## src/rtl/fir_sweep_pkg.sv

```systemverilog
// Shared types for the FIR frequency sweeper: FSM state encoding and NCO tone table.
// Ports: none (package).
// Tone k sits at k*FS/32 Hz, so index 0 is DC and index 15 stays below Nyquist.
package fir_sweep_pkg;

  typedef enum logic [1:0] {
    S_IDLE,
    S_SETTLE,
    S_MEASURE,
    S_REPORT
  } state_t;

  // 16 phase increments, one per frequency select, for a 32-bit accumulator.
  typedef logic [15:0][31:0] phase_tbl_t;

  // inc = f * 2^32 / fclk with f = k * fs / 32, i.e. k * fs * 2^27 / fclk.
  function automatic phase_tbl_t phase_inc_table(input longint unsigned fclk,
                                                 input longint unsigned fs);
    phase_tbl_t t;
    for (int k = 0; k < 16; k++) begin
      t[k] = 32'(((64'(k) * fs) << 27) / fclk);
    end
    return t;
  endfunction

endpackage

```

## src/rtl/fir_path.sv

```systemverilog
// Boxcar FIR path: y is the saturated sum of the last N samples taken on clk_en.
// Ports: clk, rst (sync, active-high), clk_en (sample strobe), x (signed in), y (signed out).
// y follows the tap registers combinationally, so it is valid the cycle after clk_en.
module fir_path #(
  parameter int N = 8,
  parameter int W = 16
) (
  input  logic                clk,
  input  logic                rst,
  input  logic                clk_en,
  input  logic signed [W-1:0] x,
  output logic signed [W-1:0] y
);

  localparam int SW = W + $clog2(N + 1);
  localparam logic signed [SW-1:0] YMAX = {{(SW-W+1){1'b0}}, {(W-1){1'b1}}};
  localparam logic signed [SW-1:0] YMIN = {{(SW-W+1){1'b1}}, {(W-1){1'b0}}};

  logic signed [W-1:0]  taps [N];
  logic signed [SW-1:0] sum;

  always_ff @(posedge clk) begin
    if (rst) begin
      for (int i = 0; i < N; i++) taps[i] <= '0;
    end else if (clk_en) begin
      taps[0] <= x;
      for (int i = 1; i < N; i++) taps[i] <= taps[i-1];
    end
  end

  always_comb begin
    sum = '0;
    for (int i = 0; i < N; i++) sum = sum + SW'(taps[i]);
  end

  always_comb begin
    if (sum > YMAX)      y = YMAX[W-1:0];
    else if (sum < YMIN) y = YMIN[W-1:0];
    else                 y = sum[W-1:0];
  end

endmodule

```

## src/rtl/fir_sweep_peak.sv

```systemverilog
// peak_meter: running max of |y|, with the most negative code clamped to the largest positive one.
// Ports: clk, rst (sync, active-high), clear (zero the peak), en (fold in y this cycle), y, peak.
// clear wins over en; peak is unsigned and never exceeds 2^(W-1)-1.
module peak_meter #(
  parameter int W = 16
) (
  input  logic                clk,
  input  logic                rst,
  input  logic                clear,
  input  logic                en,
  input  logic signed [W-1:0] y,
  output logic        [W-1:0] peak
);

  localparam logic signed [W-1:0] YMIN = {1'b1, {(W-1){1'b0}}};
  localparam logic        [W-1:0] MMAX = {1'b0, {(W-1){1'b1}}};

  logic [W-1:0] mag;

  // Negating YMIN overflows back to YMIN, so it is clamped explicitly.
  always_comb begin
    if (y == YMIN)   mag = MMAX;
    else if (y[W-1]) mag = $unsigned(-y);
    else             mag = $unsigned(y);
  end

  always_ff @(posedge clk) begin
    if (rst || clear)           peak <= '0;
    else if (en && (mag > peak)) peak <= mag;
  end

endmodule

```

## src/rtl/fir_sweep_top.sv

```systemverilog
// Frequency sweeper: drives a square-wave tone per select into fir_path and reports the output peak.
// Ports: clk, rst; start/abort/cont/first_sel/last_sel control; res_* result with valid/ready;
//        busy status; xpin/ypin scope taps (MSB of x and y).
module fir_sweep_top #(
  parameter int N      = 8,
  parameter int FCLK   = 50_000_000,
  parameter int FS     = 48000,
  parameter int W      = 16,
  parameter int AMP    = 4096,
  parameter int SETTLE = 64,
  parameter int MEAS   = 1024,
  parameter int THRESH = 8192
) (
  input  logic         clk,
  input  logic         rst,
  input  logic         start,
  input  logic         abort,
  input  logic         cont,
  input  logic [3:0]   first_sel,
  input  logic [3:0]   last_sel,
  output logic         busy,
  output logic         res_valid,
  input  logic         res_ready,
  output logic [3:0]   res_sel,
  output logic [W-1:0] res_peak,
  output logic         res_det,
  output logic         xpin,
  output logic         ypin
);
  import fir_sweep_pkg::*;

  localparam int P  = FCLK / FS;
  localparam int CW = (P > 1) ? $clog2(P) : 1;
  localparam phase_tbl_t PHASE_INC = phase_inc_table(FCLK, FS);
  localparam logic signed [W-1:0] AMP_V = W'(AMP);

  state_t state_q, state_d;
  logic [3:0]  sel_q, sel_d, first_q, last_q;
  logic        cont_q;
  logic [31:0] smp_cnt;
  logic        load_cfg, cnt_clr, cnt_inc, peak_clr, rep_load;

  // Sample strobe: one clk_en per P cycles; clk_en_d marks the cycle y is fresh.
  logic [CW-1:0] en_cnt;
  logic          clk_en, clk_en_d;

  assign clk_en = (en_cnt == '0);

  always_ff @(posedge clk) begin
    if (rst) begin
      en_cnt   <= '0;
      clk_en_d <= 1'b0;
    end else begin
      en_cnt   <= (en_cnt == CW'(P - 1)) ? '0 : en_cnt + CW'(1);
      clk_en_d <= clk_en;
    end
  end

  // NCO: square wave from the accumulator MSB, restarted at phase 0 on start.
  logic [31:0]         acc;
  logic signed [W-1:0] x, y;
  logic [W-1:0]        peak;

  always_ff @(posedge clk) begin
    if (rst || load_cfg) acc <= '0;
    else                 acc <= acc + PHASE_INC[sel_q];
  end

  assign x = acc[31] ? AMP_V : -AMP_V;

  fir_path #(.N(N), .W(W)) u_fir (
    .clk    (clk),
    .rst    (rst),
    .clk_en (clk_en),
    .x      (x),
    .y      (y)
  );

  peak_meter #(.W(W)) u_peak (
    .clk   (clk),
    .rst   (rst),
    .clear (peak_clr),
    .en    (cnt_inc && (state_q == S_MEASURE)),
    .y     (y),
    .peak  (peak)
  );

  always_ff @(posedge clk) begin
    if (rst) state_q <= S_IDLE;
    else     state_q <= state_d;
  end

  // MEASURE leaves one cycle after the last update so res_peak sees it.
  always_comb begin
    state_d  = state_q;
    sel_d    = sel_q;
    load_cfg = 1'b0;
    cnt_clr  = 1'b0;
    cnt_inc  = 1'b0;
    peak_clr = 1'b0;
    rep_load = 1'b0;
    case (state_q)
      S_IDLE: begin
        if (start) begin
          state_d  = S_SETTLE;
          sel_d    = first_sel;
          load_cfg = 1'b1;
          cnt_clr  = 1'b1;
        end
      end
      S_SETTLE: begin
        if (clk_en) begin
          if (smp_cnt == 32'(SETTLE - 1)) begin
            state_d  = S_MEASURE;
            cnt_clr  = 1'b1;
            peak_clr = 1'b1;
          end else begin
            cnt_inc = 1'b1;
          end
        end
      end
      S_MEASURE: begin
        if (smp_cnt == 32'(MEAS)) begin
          state_d  = S_REPORT;
          rep_load = 1'b1;
        end else if (clk_en_d) begin
          cnt_inc = 1'b1;
        end
      end
      S_REPORT: begin
        if (res_ready) begin
          cnt_clr = 1'b1;
          state_d = S_SETTLE;
          if (sel_q != last_q) sel_d = sel_q + 4'd1;
          else if (cont_q)     sel_d = first_q;
          else                 state_d = S_IDLE;
        end
      end
      default: state_d = S_IDLE;
    endcase
    if (abort) begin
      state_d  = S_IDLE;
      sel_d    = sel_q;
      load_cfg = 1'b0;
      cnt_clr  = 1'b0;
      cnt_inc  = 1'b0;
      peak_clr = 1'b0;
      rep_load = 1'b0;
    end
  end

  always_ff @(posedge clk) begin
    if (rst) begin
      sel_q    <= '0;
      first_q  <= '0;
      last_q   <= '0;
      cont_q   <= 1'b0;
      smp_cnt  <= '0;
      res_sel  <= '0;
      res_peak <= '0;
      res_det  <= 1'b0;
    end else begin
      sel_q <= sel_d;
      if (load_cfg) begin
        first_q <= first_sel;
        last_q  <= last_sel;
        cont_q  <= cont;
      end
      if (cnt_clr)      smp_cnt <= '0;
      else if (cnt_inc) smp_cnt <= smp_cnt + 32'd1;
      if (rep_load) begin
        res_sel  <= sel_q;
        res_peak <= peak;
        res_det  <= (32'(peak) >= 32'(THRESH));
      end
    end
  end

  assign busy      = (state_q != S_IDLE);
  assign res_valid = (state_q == S_REPORT);
  assign xpin      = x[W-1];
  assign ypin      = y[W-1];

endmodule

```

## config.mk

```make
export PLATFORM = sky130hd
export DESIGN_NAME = fir_sweep_top
export DESIGN_NICKNAME = d
export VERILOG_FILES = /design/src/rtl/fir_sweep_pkg.sv /design/src/rtl/fir_path.sv /design/src/rtl/fir_sweep_peak.sv /design/src/rtl/fir_sweep_top.sv
export SDC_FILE = /design/constraint.sdc
export NUM_CORES = 1
export LEC_CHECK = 0
export CAP_MARGIN = 20
export CORE_ASPECT_RATIO = 1.5
export CORE_MARGIN = 3
export CORE_UTILIZATION = 58
export DETAILED_ROUTE_END_ITERATION = 10
export PLACE_DENSITY_LB_ADDON = 0.08
export SYNTH_ARGS = -nofsm -noshare
export SYNTH_HDL_FRONTEND = slang
export SYNTH_HIERARCHICAL = 1
export SYNTH_SLANG_ARGS = --single-unit
```

## constraint.sdc

```tcl
create_clock -name clk -period 8.2 [get_ports clk]
set_input_delay 0.82 -clock clk [delete_from_list [all_inputs] [get_ports clk]]
set_output_delay 0.82 -clock clk [all_outputs]
set_load 0.05 [all_outputs]
```

==> results.txt <==
Hold Crit Class: flop to flop
Finished Cell Area: 19500 µm²
antenna-violating nets left: 0
Synth Area in XOR/XNOR: 4.36%
Initial Util: 59.1%
CP Max Fanout: 8
input/output buffers: 38
number of global-route vias before repair: 12400
initial antenna violation count: 0
diode count: 0
sequential-to-total area share from yosys stat: 39.8%
synth warn: 6
Final Setup Violations: 0
1st-iter DRT viols: 601
Synth Area per Inst: 9.79 µm²
drt pass-1 iters: 5
clock slew at reported path FFs: 0.06 ns
Die Ht: 216 µm
final wirelength: 35.3 mm
largest family of logic cells by synthesized area: simple AND/OR/NAND/NOR gates
Core Area: 28800 µm²
clk buf depth: 3
GRT Max-Usage Layer: met2
first-pass GRT wire length: 59.0 mm
mux cell area share after synthesis: 2.27%
Worst setup SP type: flop
routability cong.: 0.863
Fin Hold WS: 0.452 ns
Post-Synth Simple-Gate Area: 18.1%
outcome: finished clean
number of synthesized flops with an enable pin: 128
Final Hold Fails: 0
Crit path required time: 8.63 ns
Peak Freq: 0.124 GHz
aggregate global routing overflow: 0
layout cells sized above 1: 11.8%
Syn Inst Count: 1740
crit path time final: 8.09 ns
Via density: 5.46
Max Slew Vio Count: 0
Final HPWL DP: 24.6 mm
I/O pin cnt: 39
Top FF cell, synth: dfxtp_1
share of flip-flops with an asynchronous set or reset: 0%
met2 Use GR: 40.8%
pin count of the biggest net entering global routing: 97
slowest stage cell, crit path: or4_4
critical path arrival: 8.52 ns
global-route track usage on met1: 26.5%
headroom to the max-slew limit: 25.3%
worst-margin pin slew: 1.12 ns
Setup Crit Path Kind: flop to flop
Post-Route Skew: 0.00944 ns
synth unique cells: 94
Die Span X: 146 µm
worst-skew pair later-pin latency: 0.56 ns
TritonCTS buffer count: 28
crit-path max cell delay: 0.59 ns
# DRC: 0
Post-Synthesis Cell Area: 17000 µm²
area of the die: 31500 µm²
Avg WL per Cell: 15.9 µm
row cnt: 76
nets: 1996
Area growth syn-to-layout: 14.5%
Post-DP Area: 17800 µm²
Root Driver: clkbuf_16
CP endpoint kind: flop
RSZ-0062 raised after global routing: true
M3 GR Usage: 2.98%
Num Clock Sinks: 275
CTS H-tree depth: 1
fin crit share: 98.6%
adder-cell share of the synthesized area: 17.5%
via count: 12100
CTS tree: done
Synth Area in Compound Gates: 10.2%
Seq cells post-synth: 275
Total GRT Usage: 22.4%
max cap viols: 0
==> critical path: cells and delay by family, from the launching register on <==
| family | cells | cell delay [ns] |
|---|---|---|
| flip-flops | 1 | 0.35 |
| AND/OR/NAND/NOR | 9 | 2.32 |
| adder cells (fa/ha/maj) | 6 | 2.78 |
| AO/OA/AOI/OAI | 7 | 1.43 |
| XOR/XNOR | 1 | 0.21 |
| buffers and inverters | 8 | 0.87 |
==> metrics by stage <==
stage	cells	TNS (ns)	util, %	worst slack [ns]
floorplan	1751	0	-	0.599
finish	2217	0	67.7	0.111
detailed placement	2134	-0.529	61.9	-0.109
global route	2217	-2.56	67.7	-0.197
CTS	2187	0	65.3	0.00758
global placement	2134	0	61.9	0.101
==> repair_timing <==
item                                    CTS  global route
gates resized for setup                   2            74
pin swaps                                 1            46
setup buffers                             1            25
endpoints found under the setup margin   16            16
gates cloned                              0             2
hold buffers                              0             0
==> synth_stat cells (4+ instances only) <==
cell type	n	area (µm²)
a211o_1	7	61.3
a211oi_1	10	75.1
a211oi_2	4	50.1
a21o_1	11	82.6
a21oi_1	54	270
a21oi_2	12	105
a22oi_1	4	30.0
a31oi_1	10	62.6
and2_1	101	632
and3_1	18	113
and4_1	6	52.6
buf_2	14	70.1
buf_6	4	45.0
clkbuf_1	39	146
dfxtp_1	147	2940
edfxtp_1	128	3840
fa_1	101	2020
ha_1	76	951
inv_1	275	1030
mux2i_1	33	330
nand2_1	98	368
nand2b_1	10	62.6
nand3_1	62	310
nand4_1	19	119
nor2_1	162	608
nor2b_1	14	87.6
nor3_1	33	165
nor3b_1	4	30.0
nor4_1	15	93.8
o211ai_1	5	37.5
o21a_1	4	30.0
o21ai_0	30	150
o21bai_1	5	37.5
o22ai_1	5	31.3
o311ai_0	9	78.8
o31ai_1	23	173
or2_2	9	56.3
or3_1	10	62.6
or4_1	5	37.5
xnor2_1	46	403
xor2_1	37	324
==> cells by family (layout without fill, tap and decap cells) <==
family | count (synthesis) | in the layout
compound gates | 236 | 236
xor+xnor | 84 | 84
fa+ha+maj | 177 | 177
buf+inv | 339 | 415
flops | 275 | 275
mux | 37 | 37
other cells | 2 | 13
simple gates | 590 | 590
==> routing by layer <==
| metal | vias up | share of wire [%] | wire length [µm] |
|---|---|---|---|
| met5 | - | 0 | 0 |
| li1 | 5929 | - | - |
| met4 | 0 | 3.7 | 1320 |
| met2 | 185 | 53 | 18800 |
| met3 | 79 | 3.1 | 1090 |
| met1 | 5915 | 40 | 14100 |
==> cell type report <==
class / instances / area [µm²]
clock inverters: 5 / 51.3
flip-flops and latches: 275 / 6790
repair buffers: 86 / 827
well taps: 390 / 488
inverters: 277 / 1040
fillers: 2262 / 9310
clock buffers: 47 / 938
multi-input cells: 1137 / 9380
==> path summary, 6_finish.rpt <==
kind	end	from	slack (ns)	cells after the start
max reg2reg	u_peak/peak[13]$_SDFFE_PP0P_	u_fir/taps[0][8]$_SDFFCE_PN0P_	0.11	31
max	u_peak/peak[13]$_SDFFE_PP0P_	u_fir/taps[0][8]$_SDFFCE_PN0P_	0.11	31
min reg2reg	first_q[0]$_SDFFE_PP0P_	first_q[0]$_SDFFE_PP0P_	0.45	2
min	first_q[0]$_SDFFE_PP0P_	first_q[0]$_SDFFE_PP0P_	0.45	2
==> cells in the final DEF, fill, tap and decap left out, types with 10 or more instances in the layout <==
cell             instances
nor3_1                  33
nand3_1                 56
ha_1                    63
xnor2_1                 46
nor2_1                 161
nor2b_1                 12
inv_1                  272
conb_1                  13
xor2_1                  37
edfxtp_1               128
a21oi_1                 45
a21oi_2                 16
clkbuf_16               33
a21o_1                  11
clkbuf_8                10
a31oi_1                 10
fa_1                   100
and2_1                 101
dfxtp_1                147
nor4_1                  15
mux2i_1                 33
o31ai_1                 18
nand4_1                 19
nand2_1                 97
nand2b_1                10
and3_1                  18
o21ai_0                 29
buf_4                   39
clkdlybuf4s50_1         37
==> registers in the layout, summed over array words and instances, names as in the netlist, 2 cells and up, named ones only <==
register / flops
u_peak/peak: 16
u_fir/taps: 128
res_peak: 16
smp_cnt: 32
last_q: 4
state_q: 2
sel_q: 4
res_sel: 4
first_q: 4
en_cnt: 11
acc: 32
Power is not shown: default switching activity piles up to over one toggle a cycle in this logic, so the estimate is an artifact.
